### src/rtl/csr_file.sv
// Control/status register file for the WB stage: CSR reads/writes, exception and ERTN commit, interrupt sampling.
// Build option: define CSR_TIMER_EN to implement the TCFG/TVAL/TICLR timer.
module csr_file #(
  parameter logic [31:0] TID_INIT    = 32'h0,
  parameter int          TIMER_WIDTH = 32
) (
  input  logic        clk,
  input  logic        rst,
  input  logic        csr_re,
  input  logic [13:0] csr_num,
  output logic [31:0] csr_rvalue,
  input  logic        csr_we,
  input  logic [31:0] csr_wmask,
  input  logic [31:0] csr_wvalue,
  input  logic        wb_ex,
  input  logic        ertn_flush,
  input  logic [31:0] wb_pc,
  input  logic [5:0]  wb_ecode,
  input  logic [8:0]  wb_esubcode,
  input  logic [31:0] wb_vaddr,
  input  logic [7:0]  hw_int_in,
  input  logic        ipi_int_in,
  output logic [31:0] ex_entry,
  output logic [31:0] ertn_entry,
  output logic        has_int
);

  localparam logic [13:0] CSR_CRMD   = 14'h0;
  localparam logic [13:0] CSR_PRMD   = 14'h1;
  localparam logic [13:0] CSR_ECFG   = 14'h4;
  localparam logic [13:0] CSR_ESTAT  = 14'h5;
  localparam logic [13:0] CSR_ERA    = 14'h6;
  localparam logic [13:0] CSR_BADV   = 14'h7;
  localparam logic [13:0] CSR_EENTRY = 14'hC;
  localparam logic [13:0] CSR_SAVE0  = 14'h30;
  localparam logic [13:0] CSR_SAVE1  = 14'h31;
  localparam logic [13:0] CSR_SAVE2  = 14'h32;
  localparam logic [13:0] CSR_SAVE3  = 14'h33;
  localparam logic [13:0] CSR_TID    = 14'h40;
  localparam logic [13:0] CSR_TCFG   = 14'h41;
  localparam logic [13:0] CSR_TVAL   = 14'h42;
  localparam logic [13:0] CSR_TICLR  = 14'h44;

  logic [4:0]  crmd;
  logic [2:0]  prmd;
  logic [12:0] ecfg_lie;
  logic [1:0]  is_sw;
  logic [7:0]  is_hw;
  logic        is_ipi;
  logic        is_ti;
  logic [5:0]  ecode;
  logic [8:0]  esubcode;
  logic [31:0] era;
  logic [31:0] badv;
  logic [25:0] eentry;
  logic [31:0] save0, save1, save2, save3;
  logic [31:0] tid;
  logic [31:0] tcfg_rd;
  logic [31:0] tval_rd;
  logic [12:0] estat_is;
  logic [31:0] wnew;
  logic        wr_en;

  assign estat_is = {is_ipi, is_ti, 1'b0, is_hw, is_sw};
  // Software writes only land on cycles with no exception or ERTN commit.
  assign wr_en    = csr_we & ~wb_ex & ~ertn_flush;
  // csr_rvalue is the current value of csr_num, so the merge reuses the read mux.
  assign wnew     = (csr_rvalue & ~csr_wmask) | (csr_wvalue & csr_wmask);

  assign ex_entry   = {eentry, 6'b0};
  assign ertn_entry = era;
  assign has_int    = crmd[2] & (|(estat_is & ecfg_lie));

  always_comb begin
    csr_rvalue = 32'h0;
    case (csr_num)
      CSR_CRMD:   csr_rvalue = {27'b0, crmd};
      CSR_PRMD:   csr_rvalue = {29'b0, prmd};
      CSR_ECFG:   csr_rvalue = {19'b0, ecfg_lie};
      CSR_ESTAT:  csr_rvalue = {1'b0, esubcode, ecode, 3'b0, estat_is};
      CSR_ERA:    csr_rvalue = era;
      CSR_BADV:   csr_rvalue = badv;
      CSR_EENTRY: csr_rvalue = {eentry, 6'b0};
      CSR_SAVE0:  csr_rvalue = save0;
      CSR_SAVE1:  csr_rvalue = save1;
      CSR_SAVE2:  csr_rvalue = save2;
      CSR_SAVE3:  csr_rvalue = save3;
      CSR_TID:    csr_rvalue = tid;
      CSR_TCFG:   csr_rvalue = tcfg_rd;
      CSR_TVAL:   csr_rvalue = tval_rd;
      default:    csr_rvalue = 32'h0;
    endcase
  end

  always_ff @(posedge clk or posedge rst) begin
    if (rst) begin
      crmd     <= 5'h8;
      prmd     <= 3'h0;
      ecfg_lie <= 13'h0;
      is_sw    <= 2'h0;
      is_hw    <= 8'h0;
      is_ipi   <= 1'b0;
      ecode    <= 6'h0;
      esubcode <= 9'h0;
      era      <= 32'h0;
      badv     <= 32'h0;
      eentry   <= 26'h0;
      save0    <= 32'h0;
      save1    <= 32'h0;
      save2    <= 32'h0;
      save3    <= 32'h0;
      tid      <= TID_INIT;
    end else begin
      is_hw  <= hw_int_in;
      is_ipi <= ipi_int_in;
      if (wb_ex) begin
        prmd      <= crmd[2:0];
        crmd[2:0] <= 3'b0;
        era       <= wb_pc;
        ecode     <= wb_ecode;
        esubcode  <= wb_esubcode;
        if (wb_ecode == 6'h8 || wb_ecode == 6'h9) badv <= wb_vaddr;
      end else if (ertn_flush) begin
        crmd[2:0] <= prmd;
      end else if (csr_we) begin
        case (csr_num)
          CSR_CRMD:   crmd     <= wnew[4:0];
          CSR_PRMD:   prmd     <= wnew[2:0];
          CSR_ECFG:   ecfg_lie <= wnew[12:0] & 13'h1BFF;
          CSR_ESTAT:  is_sw    <= wnew[1:0];
          CSR_ERA:    era      <= wnew;
          CSR_BADV:   badv     <= wnew;
          CSR_EENTRY: eentry   <= wnew[31:6];
          CSR_SAVE0:  save0    <= wnew;
          CSR_SAVE1:  save1    <= wnew;
          CSR_SAVE2:  save2    <= wnew;
          CSR_SAVE3:  save3    <= wnew;
          CSR_TID:    tid      <= wnew;
          default:    ;
        endcase
      end
    end
  end

`ifdef CSR_TIMER_EN
  logic [TIMER_WIDTH-1:0] tcfg;
  logic [TIMER_WIDTH-1:0] tval;
  logic                   tcfg_wr;
  logic                   ticlr_wr;
  logic                   fire;

  assign tcfg_wr  = wr_en && csr_num == CSR_TCFG;
  assign ticlr_wr = wr_en && csr_num == CSR_TICLR && csr_wvalue[0] && csr_wmask[0];
  assign fire     = tcfg[0] && tval == '0;
  assign tcfg_rd  = 32'(tcfg);
  assign tval_rd  = 32'(tval);

  always_ff @(posedge clk or posedge rst) begin
    if (rst) begin
      tcfg  <= '0;
      tval  <= '0;
      is_ti <= 1'b0;
    end else begin
      if (fire)          is_ti <= 1'b1;
      else if (ticlr_wr) is_ti <= 1'b0;
      if (tcfg_wr) begin
        tcfg <= wnew[TIMER_WIDTH-1:0];
        tval <= {wnew[TIMER_WIDTH-1:2], 2'b00};
      end else if (fire) begin
        if (tcfg[1]) begin
          tval <= {tcfg[TIMER_WIDTH-1:2], 2'b00};
        end else begin
          tval    <= '1;
          tcfg[0] <= 1'b0;
        end
      end else if (tcfg[0]) begin
        tval <= tval - 1'b1;
      end
    end
  end
`else
  assign tcfg_rd = 32'h0;
  assign tval_rd = 32'h0;
  assign is_ti   = 1'b0;
`endif

endmodule

### config.mk
export PLATFORM = sky130hd
export DESIGN_NAME = csr_file
export DESIGN_NICKNAME = d
export VERILOG_FILES = /design/src/rtl/csr_file.sv
export SDC_FILE = /design/constraint.sdc
export NUM_CORES = 1
export LEC_CHECK = 0
export BUFFER_PORTS_ARGS = -buffer_cell sky130_fd_sc_hd__buf_2
export CAP_MARGIN = 20
export CORE_ASPECT_RATIO = 1.25
export CORE_MARGIN = 3
export CORE_UTILIZATION = 40
export CTS_BUF_LIST = sky130_fd_sc_hd__clkbuf_16
export DETAILED_ROUTE_END_ITERATION = 10
export PLACE_DENSITY_LB_ADDON = 0.05
export SLEW_MARGIN = 20
export SYNTH_ARGS = -nofsm -noshare
export SYNTH_HDL_FRONTEND = slang
export SYNTH_SLANG_ARGS = --single-unit
### constraint.sdc
create_clock -name clk -period 8 [get_ports clk]
set_clock_uncertainty 0.2 [all_clocks]
set_input_delay 0.4 -clock clk [delete_from_list [all_inputs] [get_ports clk]]
set_output_delay 0.4 -clock clk [all_outputs]
set_load 0.02 [all_outputs]
==> metrics.txt, run 1 <==
outcome finished clean; first-pass GRT wire length 83.0 mm; number of synthesized flops with an enable pin 0; Top FF cell, synth dfrtp_1; IO buf count 261; antenna violation net count after detailed routing 0; routed via count 13,200; crit path max fanout 46; RR Startpoint prmd[1]; Iter 0 DRT Violations 1,050; hold path endpoint badv[10]; FF-to-FF End crmd[1]; Worst Path Required 7.40 ns; Vias/cell 5.67; worst reg-to-reg setup slack 4.68 ns; commonest non-fill, non-tap cell in the layout dfrtp_1; worst-margin pin slew 1.13 ns; Max IR drop VDD 112 uV; row count 78; RSZ-0062 raised after global routing no; main combinational cell family by area after synthesis compound AO/OA/AOI/OAI gates; Post-DP HPWL 38.6 mm; xor and xnor fraction of the mapped netlist area 0%; post-synthesis mux area share 7.04%; CTS H-tree depth 2; Adder-Cell Fraction of Synth Area 0%; worst-path cell chain buf_4, buf_4, nor2_1, and4_1, and3_1, or4b_2, buf_2; boundary pin count 269; number of nets in the layout 1,996; Post-Syn Area 14,900 um^2; Post-Route WL 55.4 mm; final setup fails 0; asr flop ratio synth 100%; Core Area 36,600 um^2; Wirelength per Cell 23.8 um; max-slew violations 0; Setup crit start kind input port; pin count of the biggest net entering global routing 104; Worst Path Arrival 3.76 ns; die area 39,700 um^2; flops & latches, synth 296; drt pass-1 iters 5; Inserted Clock Buffers 35; fmax 0.229 GHz; power per cell area 198 nW/um^2; vias in the first global route 13,500; Worst slew margin 24.8%; final hold slack 0.0169 ns; Seq/Total Area, Yosys 49.7%; Clock Path Buffers 3; simple-gate share of the synthesized area 15.7%; clock sink total 296; CTS tree yes; layout cell share with drive strength beyond 1 24.4%; CTS Root Cell clkbuf_16; critical path class input port to output pin; Die X 179 um; most frequent CP cell buf_4; share of the synthesized area in the top cell type 49.5%; area grow syn2layout 23.6%; cell taking the most area after synthesis dfrtp_1; GPL Wtd Cong 0.850; fraction of the mapped netlist area in compound gates 23.2%; Area contributors post-synth dfrtp_1, o21ai_0, nand2_1; Syn Inst Count 1,544; critical path capture point type output pin; Clock transition at path regs 0.06 ns; Remaining DRCs 0; Initial Utilization 40.8%; Synth warnings 0; Overall Power 0.00366 W; fin crit period 4.36 ns; fin crit share 54.6%; Crit-path slowest cell or4b_2; die height 222 um; Hold Path Class input port to register; Distinct cells, synth 92; max_cap viols 0; Final TNS setup 0 ns; hold_sp wb_vaddr[10]; FILL cells 3,578; initial antenna violation count 1; final hold violation count 0; Hold Path Depth 3; Worst-Skew Late Latency 0.53 ns; Tot GR Track Use 27.6%; CP peak stage delay 0.74 ns; most frequent cells in the layout dfrtp_1, buf_2, nand2_1, o21ai_0, dlygate4sd3_1; Syn Area/Cell 9.66 um^2; GRT overflow 0; number of gates resized after cts 0; R2R cell count 7; P_leak 8.12 nW
per-layer routing:
layer	global-route usage [%]	share of wire, %	vias to the layer above
met5	0	0	-
met4	10.9	4.2	0
met3	3.67	5.0	119
met2	49.2	52	455
met1	33.3	39	6462
li1	-	-	6180
worst max-delay path by stage:
stage / startpoint / end / slack [ns]
global placement: csr_num[0] / eentry[22] / 3.65
floorplan: rst / badv[0] / 3.47
global route: csr_num[0] / csr_rvalue[19] / 3.55
finish: csr_num[0] / csr_rvalue[19] / 3.64
CTS: csr_num[0] / csr_rvalue[19] / 3.67
detailed placement: csr_num[0] / ertn_entry[17] / 3.64
repair_timing:
action | CTS | global route
hold buffers | 73 | 0
setup buffers | 0 | 0
hold endpoints to repair | 96 | 0
critical path, delay by kind of cell:
| kind | cells | cell delay (ns) |
|---|---|---|
| and+or+nand+nor | 4 | 2.06 |
| buffers and inverters | 3 | 1.27 |
flip-flops by register name, summed over array words and instances, names as in the netlist:
register	flops
eentry	26
ecfg_lie	12
tid	32
is_ipi	1
esubcode	9
save0	32
is_sw	2
crmd	5
prmd	3
is_hw	8
ecode	6
save1	32
ertn_entry	32
save2	32
badv	32
save3	32
logic make-up (layout without fill, tap and decap cells):
family                 after synthesis  after routing
and+or+nand+nor                    477            477
other                                1              7
AOI/OAI and AO/OA                  542            542
muxes                               93             93
DFF                                296            296
buffers and inverters              135            434
Yosys cell counts, types with 11 or more instances:
| cell type | number |
|---|---|
| o211ai_1 | 14 |
| o22ai_1 | 12 |
| buf_4 | 19 |
| nand3_1 | 30 |
| o21ai_1 | 55 |
| nor3b_1 | 26 |
| and3_1 | 18 |
| a22oi_1 | 53 |
| a21oi_1 | 65 |
| o21ai_0 | 193 |
| mux2i_1 | 44 |
| a211oi_1 | 28 |
| dfrtp_1 | 295 |
| nor2_1 | 58 |
| nor2b_1 | 15 |
| a22o_1 | 16 |
| o21ai_2 | 11 |
| mux2_2 | 40 |
| clkbuf_1 | 67 |
| nand2_1 | 254 |
| o31ai_1 | 12 |
| buf_2 | 28 |
stage by stage:
step | util (%) | cell area, um^2 | instances | setup WS (ns)
global placement | 45.1 | 16500 | 2192 | 3.65
global route | 50.4 | 18400 | 2328 | 3.55
finish | 50.4 | 18400 | 2329 | 3.64
CTS | 50.3 | 18400 | 2326 | 3.67
detailed placement | 45.1 | 16500 | 2192 | 3.64
floorplan | - | 14900 | 1549 | 3.47
report_power, final:
| group | switching [W] | internal, W | leakage (nW) | total [W] |
|---|---|---|---|---|
| registers | 0.0000411 | 0.00156 | 3.95 | 0.00160 |
| clock network | 0.000647 | 0.00103 | 0.592 | 0.00167 |
| logic | 0.000226 | 0.000158 | 3.58 | 0.000384 |
| total | 0.000914 | 0.00274 | 8.12 | 0.00366 |
cell type report:
cell class              instances  area [um^2]  share of cell area [%]
well taps                     480          601                    3.26
flip-flops and latches        296         7410                    40.2
clock buffers                  37          926                    5.02
inverters                      10         41.3                   0.224
clock inverters                24          259                    1.40
diodes                          1         2.50                  0.0136
multi-input cells            1118         6930                    37.6
repair buffers                363         2280                    12.4
No activity file was read; power rests on OpenSTA's default activity.
==> run 2, diff against run 1 <==
==> constraint.sdc (replaced) <==
create_clock -name clk -period 3.8 [get_ports clk]
set_clock_uncertainty 0.2 [all_clocks]
set_input_delay 0.19 -clock clk [delete_from_list [all_inputs] [get_ports clk]]
set_output_delay 0.19 -clock clk [all_outputs]
set_load 0.02 [all_outputs]
==> run 2 against run 1 <==
Effect of this change: design area grew 6.0%; power grew 110%; die area is the same; register-to-register slack lost 4.1 ns; wire length grew 3.1%; largest power group is now registers.
==> metrics.txt, run 2 (synthesized netlist as in run 1, its figures left out) <==
outcome finished clean (unchanged); clock sink total 296 (unchanged); post-route cell area 19,600 um^2 (was 18,400 um^2); boundary pin count 269 (unchanged); initial antenna violation count 0 (was 1); antenna violation net count after detailed routing 0 (unchanged); R2R cell count 9 (was 7); Inserted Clock Buffers 36 (was 35); WP buf/inv 5 (was 3); fin crit period 3.45 ns; final core utilization 53.4% (was 50.4%); Final WS setup 0.349 ns (was 3.64 ns); most frequent CP cell buf_4 (unchanged); GRT overflow 0 (unchanged); Max IR drop VDD 320 uV (was 112 uV); layout cell share with drive strength beyond 1 24.6% (was 24.4%); final setup fails 0 (unchanged); P_leak 8.67 nW (was 8.12 nW); max-slew violations 0 (unchanged); power per cell area 391 nW/um^2 (was 198 nW/um^2); fin crit share 90.8%; commonest non-fill, non-tap cell in the layout dfrtp_1 (unchanged); Placed Area 16,900 um^2 (was 16,500 um^2); Initial Utilization 40.8% (unchanged); Tot GR Track Use 28.2% (was 27.6%); post-CTS setup buffer count 0 (unchanged); crit path max fanout 40 (was 46); row count 78 (unchanged); fmax 0.290 GHz; Worst Path Required 4.01 ns (was 7.40 ns); area grow syn2layout 31.1% (was 23.6%); die height 222 um (unchanged); CTS tree yes (unchanged); Core Area 36,600 um^2 (unchanged); max_cap viols 0 (unchanged); Wirelength per Cell 23.3 um (was 23.8 um); worst slack, placed 0.549 ns (was 3.64 ns); worst-margin pin slew 1.11 ns (was 1.13 ns); most frequent cells in the layout dfrtp_1, buf_2, nand2_1, o21ai_0, dlygate4sd3_1 (unchanged); CP peak stage delay 0.58 ns (was 0.74 ns); Hold Path Class input port to register (unchanged); Clock Path Buffers 3 (unchanged); critical path capture point type register (was output pin); Remaining DRCs 0 (unchanged); Final TNS setup 0 ns (unchanged); Worst-Skew Late Latency 0.53 ns (about the same); CTS H-tree depth 2 (unchanged); Vias/cell 5.62 (was 5.67); Overall Power 0.00764 W (was 0.00366 W); first-pass GRT wire length 85.5 mm (was 83.0 mm); kind of cell adding the most delay to the critical path buffers and inverters (was simple AND/OR/NAND/NOR gates); Post-Route WL 57.1 mm (was 55.4 mm); Clock transition at path regs 0.06 ns (about the same); final hold violation count 0 (unchanged); GPL Wtd Cong 0.873 (was 0.850); CTS Root Cell clkbuf_16 (unchanged); worst-path cell chain buf_4, buf_4, mux2i_1, a2bb2oi_1, a21oi_1, o31a_1, mux2i_1, dlygate4sd3_1, buf_4, o22ai_1, dlygate4sd3_1 (was buf_4, buf_4, nor2_1, and4_1, and3_1, or4b_2, buf_2); IO buf count 261 (unchanged); drt pass-1 iters 5 (unchanged); critical path class input port to register (was input port to output pin); Crit-path slowest cell dlygate4sd3_1 (was or4b_2); Die X 179 um (unchanged); pin count of the biggest net entering global routing 81 (was 104); routed via count 13,800 (was 13,200); vias in the first global route 14,100 (was 13,500); Worst path depth 11 (was 7); Post-DP HPWL 40.2 mm (was 38.6 mm); die area 39,700 um^2 (unchanged); Iter 0 DRT Violations 815 (was 1,050); Setup crit start kind input port (unchanged); Hold Path Depth 4 (was 3); RSZ-0062 raised after global routing no (unchanged); Worst Path Arrival 3.66 ns (was 3.76 ns); Worst slew margin 23.6% (was 24.8%); number of nets in the layout 2,118 (was 1,996)
==> run 2: tightest hold or removal path: stages <==
cell and delay, ns:
buf_2 0.10, o21ai_0 0.10, o21ai_2 0.20, o21ai_0 0.11
==> run 2: timing repair <==
action,4_1_cts,5_1_grt
hold endpoints to repair,206,0
hold buffers,156,0
resized for setup,0,0
setup endpoints to repair,0,0
==> run 2: where the power goes <==
group,leakage [nW],internal (W),switching (W),total [W]
Combinational,4.12,0.000430,0.000501,0.000931
Clock,0.599,0.00196,0.00137,0.00333
Sequential,3.95,0.00328,0.0000880,0.00337
==> run 2: per-stage QoR <==
stage,hold WS [ns],cells
after floorplan,0.0214,1549
after global placement,0.100,2232
after detailed placement,0.0998,2232
after CTS,0.0229,2452
after global routing,0.0396,2452
final,0.0326,2453
==> run 2: worst paths after layout <==
path                                from              to  slack (ns)
setup / recovery              csr_num[0]         crmd[0]        0.35
hold / removal             csr_wmask[26]       save3[26]        0.03
setup reg to reg                 prmd[0]         crmd[0]        0.54
hold reg to reg                  crmd[3]         crmd[3]        0.27
max in group asynchronous            rst  ertn_entry[20]        2.36
min in group asynchronous            rst          tid[7]        0.15
==> run 2: layout make-up <==
type / count / area, um^2
clock buffers: 37 / 926
fillers: 3429 / 17000
flip-flops and latches: 296 / 7410
clock inverters: 27 / 196
diodes: 1 / 2.50
repair buffers: 484 / 3450
inverters: 10 / 41.3
well taps: 480 / 601
multi-input cells: 1118 / 6930
==> run 2: metal layers <==
| metal | global-route usage, % | routed length [um] | part of all wire, % | vias to the layer above |
|---|---|---|---|---|
| met5 | 0 | 0 | 0 | - |
| met4 | 11.9 | 2610 | 4.6 | 0 |
| met3 | 3.72 | 2580 | 4.5 | 125 |
| met2 | 50.5 | 29700 | 52 | 447 |
| met1 | 33.6 | 22200 | 39 | 6778 |
| li1 | - | - | - | 6440 |
==> run 3, diff against run 2 <==
--- a/config.mk
+++ b/config.mk
@@ -7,7 +7,7 @@
 export LEC_CHECK = 0
 export BUFFER_PORTS_ARGS = -buffer_cell sky130_fd_sc_hd__buf_2
 export CAP_MARGIN = 20
-export CORE_ASPECT_RATIO = 1.25
+export CORE_ASPECT_RATIO = 0.75
 export CORE_MARGIN = 3
 export CORE_UTILIZATION = 40
 export CTS_BUF_LIST = sky130_fd_sc_hd__clkbuf_16
==> run 3 against run 2 <==
Effect of this change: register-to-register slack worse by 0.20 ns; design area is 0.19% lower; critical endpoint is now ertn_entry[0]; count of clock-buffer cells in the layout stayed put; final cell count is 0.73% higher; die area hardly changed; wire length is 4.8% higher; sequential power hardly changed; sequential share of layout area is 0.073 points higher; global-route usage is 1.5 points higher; clock power is 5% lower; power is 1.7% lower; hold slack worse by 0.00092 ns.
==> metrics.txt, run 3 (synthesized netlist as in run 1, its figures left out) <==
outcome finished clean (unchanged); commonest non-fill, non-tap cell in the layout dfrtp_1 (unchanged); Worst Path Required 4.00 ns (was 4.01 ns); antenna violation net count after detailed routing 0 (unchanged); GPL Wtd Cong 0.874 (was 0.873); clock sink total 296 (unchanged); Tot GR Track Use 29.8% (was 28.2%); IO buf count 261 (unchanged); fin crit share 94.5% (was 90.8%); fmax 0.278 GHz (was 0.290 GHz); initial antenna violation count 5 (was 0); P_leak 8.62 nW (was 8.67 nW); drt pass-1 iters 7 (was 5); critical path class input port to register (unchanged); worst slack, placed 0.530 ns (was 0.549 ns); row count 60 (was 78); fin crit period 3.59 ns (was 3.45 ns); Final TNS setup 0 ns (unchanged); routed via count 14,100 (was 13,800); worst-margin pin slew 1.09 ns (was 1.11 ns); Worst Path Arrival 3.80 ns (was 3.66 ns); Overall Power 0.00750 W (was 0.00764 W); layout cell share with drive strength beyond 1 24.7% (was 24.6%); Worst-Skew Late Latency 0.53 ns (about the same); Max IR drop VDD 232 uV (was 320 uV); most frequent cells in the layout dfrtp_1, buf_2, nand2_1, o21ai_0, dlygate4sd3_1 (unchanged); pin count of the biggest net entering global routing 104 (was 81); number of nets in the layout 2,120 (was 2,118); Vias/cell 5.72 (was 5.62); RSZ-0062 raised after global routing no (unchanged); CTS tree yes (unchanged); max-slew violations 0 (unchanged); Post-Route WL 59.8 mm (was 57.1 mm); CTS H-tree depth 2 (unchanged); FILL cells 3,367 (was 3,429); power per cell area 384 nW/um^2 (was 391 nW/um^2); Inserted Clock Buffers 34 (was 36); final setup fails 0 (unchanged); final hold violation count 0 (unchanged); Placed Area 16,900 um^2 (about the same); boundary pin count 269 (unchanged); Die X 229 um (was 179 um); Cell Count, Final, Fillers Out 2,471 (was 2,453); vias in the first global route 13,700 (was 14,100); Worst slew margin 27.0% (was 23.6%); Setup crit start kind input port (unchanged); die height 173 um (was 222 um); post-route cell area 19,500 um^2 (was 19,600 um^2); Core Area 36,300 um^2 (was 36,600 um^2); die area 39,700 um^2 (about the same); critical path capture point type register (unchanged); Multi-input gate area 6930 um^2 (about the same); Clock Path Buffers 3 (unchanged); Final WS setup 0.208 ns (was 0.349 ns); Hold Path Class input port to register (unchanged); first-pass GRT wire length 90.1 mm (was 85.5 mm); Post-DP HPWL 42.7 mm (was 40.2 mm); CTS Root Cell clkbuf_16 (unchanged); crit path max fanout 51 (was 40); storage element area 7410 um^2 (unchanged); Clock transition at path regs 0.06 ns (about the same); Initial Utilization 41.1% (was 40.8%); Remaining DRCs 0 (unchanged); Iter 0 DRT Violations 1,399 (was 815); max_cap viols 0 (unchanged); placed instance count 2,253 (was 2,232); GRT overflow 0 (unchanged); area grow syn2layout 30.8% (was 31.1%); Wirelength per Cell 24.2 um (was 23.3 um)
-- run 3: cell type report --
type	count	share of cell area (%)
Tap cell	496	3.18
Clock inverter	23	0.641
Multi-Input combinational cell	1118	35.5
Clock buffer	37	4.74
Antenna cell	3	0.0385
Inverter	10	0.212
Timing Repair Buffer	488	17.7
Sequential cell	296	38.0
-- run 3: critical path: stages --
cell	delay, ns
buf_4	0.57
buf_4	0.34
mux2i_1	0.41
a2bb2oi_1	0.19
a21oi_1	0.15
o31a_1	0.31
mux2i_1	0.12
dlygate4sd3_1	0.58
buf_4	0.23
o21ai_1	0.10
dlygate4sd3_1	0.56
-- run 3: final timing paths --
path | slack [ns] | depth (start not counted) | start | endpoint
worst min register to register | 0.28 | 2 | crmd[3] | crmd[3]
max in group asynchronous | 2.40 | 4 | rst | ertn_entry[14]
min in group asynchronous | 0.06 | 3 | rst | save2[3]
worst max-delay path | 0.21 | 11 | csr_num[0] | ertn_entry[0]
worst min-delay path | 0.03 | 4 | csr_wmask[25] | tid[25]
worst max register to register | 0.34 | 10 | is_ipi | ertn_entry[12]
-- run 3: routing by layer --
layer	up-vias	routed length [um]	track usage, %
met5	-	0	0
li1	6460	-	-
met3	77	5190	6.95
met1	6990	28900	46.4
met2	596	24600	41.8
met4	0	1150	6.45
-- run 3: report_power, final --
part	switching [W]	internal (W)	total, W
Clock	0.00136	0.00181	0.00317
Sequential	0.0000953	0.00328	0.00338
Combinational	0.000520	0.000432	0.000953
-- run 3: metrics by stage --
| step | util, % | hold WS, ns |
|---|---|---|
| finish | 53.7 | 0.0317 |
| global route | 53.7 | 0.0371 |
| CTS | 53.7 | 0.00616 |
| detailed placement | 46.5 | 0.0830 |
| global placement | 46.5 | 0.0746 |
| floorplan | - | 0.0214 |
-- run 3: repair_timing --
action	4_1_cts	5_1_grt
resized for setup	0	0
hold buffers	155	0
hold endpoints to repair	245	0
buffers inserted	0	0
